==> config.mk <==
export PLATFORM = sky130hd
export DESIGN_NAME = decode_stage
export DESIGN_NICKNAME = d
export VERILOG_FILES = /design/src/rtl/decode_stage.sv
export SDC_FILE = /design/constraint.sdc
export NUM_CORES = 1
export LEC_CHECK = 0
export CAP_MARGIN = 20
export CELL_PAD_IN_SITES_DETAIL_PLACEMENT = 1
export CELL_PAD_IN_SITES_GLOBAL_PLACEMENT = 2
export CORE_MARGIN = 2
export CORE_UTILIZATION = 34
export CTS_CLUSTER_SIZE = 14
export DETAILED_ROUTE_END_ITERATION = 7
export GPL_ROUTABILITY_DRIVEN = 0
export GPL_TIMING_DRIVEN = 0
export PLACE_DENSITY_LB_ADDON = 0.1
export SETUP_SLACK_MARGIN = 0.05
export SYNTH_ARGS = -nofsm -noshare
export SYNTH_HDL_FRONTEND = slang
export SYNTH_SLANG_ARGS = --single-unit
==> constraint.sdc <==
create_clock -name clk -period 3.8 [get_ports clk]
set_clock_uncertainty 0.05 [all_clocks]
set_input_delay 0.76 -clock clk [delete_from_list [all_inputs] [get_ports clk]]
set_output_delay 0.76 -clock clk [all_outputs]
set_load 0.02 [all_outputs]
==> src/rtl/decode_stage.sv <==
// Zepto decode stage: splits an instruction into fields, decodes control, and
// registers the result behind a valid/ready handshake with a 2-entry skid buffer.
// Optional sticky illegal-opcode trap is enabled by defining DECODE_TRAP_EN.
module decode_stage #(
  parameter int INST_W   = 32,
  parameter int REG_W    = 4,
  parameter int XLEN     = 32,
  parameter int SEXT_IMM = 1
) (
  input  logic              clk,
  input  logic              rst_n,
  input  logic              flush,
  input  logic              in_valid,
  output logic              in_ready,
  input  logic [INST_W-1:0] in_inst,
  output logic              out_valid,
  input  logic              out_ready,
  output logic [2:0]        out_op,
  output logic [REG_W-1:0]  out_rd,
  output logic [REG_W-1:0]  out_ra,
  output logic [REG_W-1:0]  out_rb,
  output logic [XLEN-1:0]   out_imm,
  output logic              out_we,
  output logic              out_jump,
  output logic              out_cjump,
  output logic              out_beq,
  output logic              out_bne,
  output logic              out_bge,
  output logic              out_blt,
  output logic              out_jalr,
  output logic              out_ill,
  output logic              trap,
  input  logic              trap_clr
);

  localparam int IMM_W = INST_W - 4 - 3 * REG_W;

  typedef struct packed {
    logic [2:0]       op;
    logic [REG_W-1:0] rd;
    logic [REG_W-1:0] ra;
    logic [REG_W-1:0] rb;
    logic [XLEN-1:0]  imm;
    logic             we;
    logic             jump;
    logic             cjump;
    logic             beq;
    logic             bne;
    logic             bge;
    logic             blt;
    logic             jalr;
    logic             ill;
  } dec_t;

  logic [3:0]       opcode;
  logic [IMM_W-1:0] imm_raw;
  logic [XLEN-1:0]  imm_ext;
  dec_t             dec;
  dec_t             out_q;
  dec_t             skid_q;
  logic             skid_valid;
  logic             in_xfer;
  logic             out_free;

  assign opcode  = in_inst[3:0];
  assign imm_raw = in_inst[INST_W-1 -: IMM_W];

  if (SEXT_IMM != 0) begin : g_sext
    assign imm_ext = XLEN'($signed(imm_raw));
  end else begin : g_zext
    assign imm_ext = XLEN'(imm_raw);
  end

  // NOTE: default every field first so no path through the case leaves a latch.
  always_comb begin
    dec     = '0;
    dec.op  = opcode[2:0];
    dec.rd  = in_inst[4 +: REG_W];
    dec.ra  = in_inst[4 + REG_W +: REG_W];
    dec.rb  = in_inst[4 + 2 * REG_W +: REG_W];
    dec.imm = imm_ext;
    case (opcode)
      4'd0, 4'd1, 4'd2, 4'd3, 4'd4: dec.we = 1'b1;
      4'd5:  begin dec.jump = 1'b1; dec.cjump = 1'b1; dec.beq = 1'b1; end
      4'd6:  begin dec.jump = 1'b1; dec.cjump = 1'b1; dec.bne = 1'b1; end
      4'd7:  begin dec.jump = 1'b1; dec.cjump = 1'b1; dec.bge = 1'b1; end
      4'd9:  begin dec.jump = 1'b1; dec.cjump = 1'b1; dec.blt = 1'b1; end
      4'd11: begin dec.jump = 1'b1; dec.we = 1'b1; end
      4'd12: begin dec.jump = 1'b1; dec.we = 1'b1; dec.jalr = 1'b1; end
      default: dec.ill = 1'b1;
    endcase
  end

  assign in_ready = !skid_valid && !flush && !trap;
  assign in_xfer  = in_valid && in_ready;
  assign out_free = !out_valid || out_ready;

  // NOTE: sequential state uses non-blocking assignments so every register
  // samples pre-edge values regardless of statement order.
  // The data registers are reset too: outputs must read 0 while in reset.
  always_ff @(posedge clk or negedge rst_n) begin
    if (!rst_n) begin
      out_valid  <= 1'b0;
      skid_valid <= 1'b0;
      out_q      <= '0;
      skid_q     <= '0;
    end else if (flush) begin
      out_valid  <= 1'b0;
      skid_valid <= 1'b0;
    end else if (out_free) begin
      // in_ready is low while the skid holds data, so only one source can load.
      if (skid_valid) begin
        out_q      <= skid_q;
        out_valid  <= 1'b1;
        skid_valid <= 1'b0;
      end else if (in_xfer) begin
        out_q     <= dec;
        out_valid <= 1'b1;
      end else begin
        out_valid <= 1'b0;
      end
    end else if (in_xfer) begin
      skid_q     <= dec;
      skid_valid <= 1'b1;
    end
  end

`ifdef DECODE_TRAP_EN
  always_ff @(posedge clk or negedge rst_n) begin
    if (!rst_n) begin
      trap <= 1'b0;
    end else if (flush) begin
      trap <= 1'b0;
    end else if (in_xfer && dec.ill) begin
      trap <= 1'b1;
    end else if (trap_clr) begin
      trap <= 1'b0;
    end
  end
`else
  logic unused_trap_clr;
  assign unused_trap_clr = trap_clr;
  assign trap            = 1'b0;
`endif

  assign out_op    = out_q.op;
  assign out_rd    = out_q.rd;
  assign out_ra    = out_q.ra;
  assign out_rb    = out_q.rb;
  assign out_imm   = out_q.imm;
  assign out_we    = out_q.we;
  assign out_jump  = out_q.jump;
  assign out_cjump = out_q.cjump;
  assign out_beq   = out_q.beq;
  assign out_bne   = out_q.bne;
  assign out_bge   = out_q.bge;
  assign out_blt   = out_q.blt;
  assign out_jalr  = out_q.jalr;
  assign out_ill   = out_q.ill;

endmodule

# Yosys cells after proc, flatten, opt, wreduce, memory -nomap -nowiden
# Index checks and enable logic that the tools add are counted.
[word_totals]
register_bits = 98
input_bits = 38
out_inout_bits = 59
elab_cells = 76
[classes]
n_eq_ne = 10
n_mux = 18
bitwise_logic = 2
reduce_logical = 16
[op_table]
columns = ["cell", "n"]
rows = [
  ["$mux 56", 2],
  ["$eq 4x3->1 const B", 4],
  ["$mux 1", 16],
  ["$eq 4x4->1 const B", 3],
  ["$reduce_or 11->1", 1],
  ["$eq 4x2->1 const B", 2],
  ["$reduce_or 7->1", 1],
  ["$reduce_and 3->1", 2],
  ["$reduce_or 6->1", 1],
  ["$eq 4x1->1 const B", 1],
  ["$logic_not 4->1", 1],
  ["$reduce_bool 2->1", 2],
  ["$reduce_or 4->1", 1],
  ["$logic_not 1->1", 3],
  ["$reduce_bool 3->1", 1],
  ["$logic_and 1x1->1", 2],
  ["$not 1->1", 2],
  ["$logic_or 1x1->1", 1],
]

# Depth between registers and ports, before layout
[logic_depth]
word_depth = 7
depth_mapped = 6
mapped_depth_nobuf = 3

# Worst setup path after synthesis
# Ideal clock, no wire load.
[synth_path]
path_kind = "input to register"
from = "input in_inst[3]"
to = "register skid_q[7] in the netlist's numbering"
setup_ns = 0.125
arrival_ns = 1.619
t_required_ns = 3.625
path_slack_ns = 2.007
cell_stages = 4
n_path_buf = 1
cell_sequence = "buf_2 -> and3b_1 -> a211o_1 -> mux2_2"
[synth_between]
elab_chain_cells = 3
word_cells_on_any_way = 8
classes_between = "eq/ne: 6; mux: 1; reduce/logical: 1"
[synth_rtl]
columns = ["item", "line_no", "text"]
rows = [
  ["start: declaration", "15", "input logic [INST_W-1:0] in_inst,"],
  ["$eq 4x4->1 / $eq 4x3->1 (equally long branches)", "82", "case (opcode)"],
  ["$reduce_or 6->1 (no line) *", "--", ""],
  ["$mux 1 *", "82", ""],
  ["end signal: assignment", "106", "skid_q <= '0;"],
  ["end signal: assignment", "123", "skid_q <= dec;"],
  ["end: declaration", "60", "dec_t skid_q;"],
]
# Mark *: on every way between the ends. The rest lies on a longest branch, timed or not.
# A chain may end at the register's enable or synchronous reset.

# Worst setup path after layout
[layout_path]
from = "input flush"
to = "output in_ready"
[layout_between]
elab_chain_cells = 2
[layout_rtl]
columns = ["item", "line_no", "text"]
rows = [
  ["start: declaration", "12", "input logic flush,"],
  ["$logic_not 1->1", "94", "assign in_ready = !skid_valid && !flush && !trap;"],
  ["$logic_and 1x1->1", "94", ""],
  ["end: declaration", "14", "output logic in_ready,"],
]
# No other way between the ends.

==> flow_summary.ini <==
[floorplan]
fp.dieH_um = 110.8
ios = 97
dieWidth_um = 110.8
initial_core_util_pct = 35.28
dieArea_um2 = 12270
fp-row-count = 38
coreArea_um2 = 10980

[critical_path]
crit_required_ps = 2990
path_common_cell = clkdlybuf4s50_1
r2r_end = out_op[0]
cp_slowest_cell = clkdlybuf4s50_1
critPathCaptureType = output port
crit_path_max_fanout = 3
crit_family = buffers and inverters
criticalPathCategory = input pin to output port
arrival_ps = 2070
reg2reg_slack_ps = 2100
cpPeakStageDelay_ps = 630
rr_startpoint = skid_valid
reg2reg_depth = 6
cp.buffers_inverters = 2
start_kind = input pin
crit_chain = clkdlybuf4s50_1, nor2_4, clkdlybuf4s50_1

[global_routing]
grt_max_degree = 66
grt_pass1_wl_um = 16040
antenna_found_initial = 0
grt_usage_pct = 16.34
grt_pass1_vias = 2944
overflow = 0

[clocking]
cts_resized = 0
numCtsBuffers = 9
clk_path_buf_depth = 2
postCtsSetupBuffers = 0
cts_root_buf = clkbuf_16
clock_latency_ps = 330
cts_tree = yes
cts.clk_slew.worst_paths_ps = 60
holdBufCountCts = 0
htree_levels = 3
clkSinkCount = 82

[final_layout]
area_delta_synth_final_pct = 36.78
fillers = 1173
drive_gt1_share_pct = 22.33
multi_input_area_um2 = 1528
diodes = 0
nNetsFinal = 463
seqCellArea_um2 = 2052

[synth]
synth.net_count = 357
synth_top_flop_cell = dfrtp_1
ys_top_cells_by_area = dfrtp_1 (53%), mux2i_1 (9.0%), o21ai_0 (8.7%)
netlist_area_um2 = 3875
syn_inst = 319
synth_top_area_cell = dfrtp_1
synth-edff-count = 0
ys_seq_area_share_pct = 52.95
synthArstFlopShare_pct = 100.0
avgSynthCellArea_um2 = 12.15
yosysWarnings = 0
synth_top_area_share_pct = 52.95
synth.distinct_cells = 40
ys_seq_elements = 82

[power_and_ir_drop]
power_density_nw_per_um2 = 492.7
ir_drop_v = 0.0002067
p_total_mw = 2.611
leakage_nw = 2.254

[sta]
max_freq_ghz = 0.3475
drv_slew = 0
slew_headroom_pct = 65.68
worst_slack_ps = 922.4
setup_viol = 0
min_period_ps = 2878
hold_viol = 0
rsz0062_at_grt = no
fin_crit_sh_pct = 75.73
tightestPinTransition_ps = 514.8
hold_slack_ps = 248.8

[place]
portBuffers = 94
hpwl_um = 6747
post-place-ws_ps = 935.9

[detailed_routing]
viasPerCell = 4.954
vias = 2824
drt_iter0_drc = 91
drt_first_pass_iters = 4
totalWireLength_um = 9619
routedWlPerCell_um = 16.88
postRouteAntennaNets = 0
drc = 0

[worst_hold_path]
hold_class = input pin to async pin

[run]
maxCapViolations = 0

[run_status]
status = finished clean
worst register-to-register path, stage by stage, from the launching register on:
cell,delay [ps]
dfrtp_1,370
buf_4,180
o21bai_4,170
buf_4,200
clkbuf_1,400
o21ai_0,160
o21ai_0,100
cell families after synthesis:
group	count (synthesis)	share of synthesized area (%)
and+or+nand+nor	29	5.360
xor gates and xnor gates	1	0.2261
other	1	0.09678
muxes	76	21.44
buffers and inverters	45	7.620
DFF	82	52.95
AOI/OAI and AO/OA	85	12.30
routing by layer:
metal	track usage [%]	part of all wire, %	up-vias
met5	0	0	-
met4	4.250	1.1	0
met1	22.95	47	1421
li1	-	-	1329
met3	3.335	3.8	9
met2	25.85	48	65
sequential cells by signal, summed over array words and instances (netlist names):
signal	cells
out_beq	1
out_bge	1
out_blt	1
out_bne	1
out_cjump	1
out_ill	1
out_imm	16
out_jalr	1
out_jump	1
out_op	3
out_ra	4
out_rb	4
out_rd	4
out_valid	1
out_we	1
skid_q	40
skid_valid	1
cell type report:
| type | count | share of cell area [%] |
|---|---|---|
| Timing Repair Buffer | 95 | 18.22 |
| Inverter | 3 | 0.2125 |
| Sequential cell | 82 | 38.72 |
| Buffer | 42 | 5.359 |
| Tap cell | 140 | 3.305 |
| Multi-Input combinational cell | 192 | 28.82 |
| Clock inverter | 7 | 1.110 |
| Clock buffer | 9 | 4.249 |
worst max-delay path by stage:
stage / slack [ps] / to / cells past startpoint / startpoint
final: 920 / in_ready / 3 / flush
after global routing: 880 / in_ready / 3 / flush
after CTS: 930 / in_ready / 3 / flush
after detailed placement: 940 / in_ready / 3 / flush
after global placement: -1260 / out_ra[3] / 1 / rst_n
after floorplan: 2010 / skid_q[7] / 4 / in_inst[3]
Yosys cell counts (4+ instances only):
master	instances
nand2b_1	4
buf_6	5
mux2_4	5
clkbuf_1	6
o21ai_0	67
o21ai_1	6
mux2_1	7
buf_2	9
mux2_2	29
mux2i_1	35
dfrtp_1	82
buf_4	20
nor2_1	6
cells in the final DEF, fill, tap and decap left out, drive strengths merged:
| master | n |
|---|---|
| a41oi | 1 |
| and4bb | 2 |
| clkinv | 2 |
| and3 | 1 |
| nand3 | 1 |
| a2111oi | 1 |
| nor3 | 2 |
| and3b | 2 |
| clkinvlp | 1 |
| a21boi | 1 |
| xor2 | 1 |
| a22o | 1 |
| and2 | 1 |
| o21ai | 73 |
| a211o | 1 |
| o21bai | 1 |
| clkbuf | 17 |
| a21oi | 1 |
| nor2 | 7 |
| dfrtp | 82 |
| conb | 1 |
| or3b | 1 |
| clkdlybuf4s50 | 93 |
| o41ai | 1 |
| nand2 | 3 |
| nand4b | 1 |
| mux2i | 35 |
| mux2 | 41 |
| nand3b | 2 |
| inv | 7 |
| o211ai | 1 |
| buf | 36 |
| nor2b | 2 |
| nand2b | 4 |
| o31ai | 3 |
per-stage QoR:
stage,area (µm²),utilization [%],TNS [ps],std cells
2_1_floorplan,3875,-,0,319
3_3_place_gp,4991,45.44,-102590,553
3_5_place_dp,5016,45.67,0,554
4_1_cts,5300,48.26,0,570
5_1_grt,5300,48.26,0,570
6_report,5300,48.26,0,570
report_power, final:
| group | total, mW | internal (mW) | switching, mW | leakage (nW) |
|---|---|---|---|---|
| sequential | 1.13 | 1.04 | 0.0886 | 1.03 |
| combinational | 0.650 | 0.356 | 0.293 | 1.09 |
| clock | 0.836 | 0.454 | 0.381 | 0.139 |
| total | 2.61 | 1.85 | 0.763 | 2.25 |
Note: power is estimated with default switching activity, not from simulation.
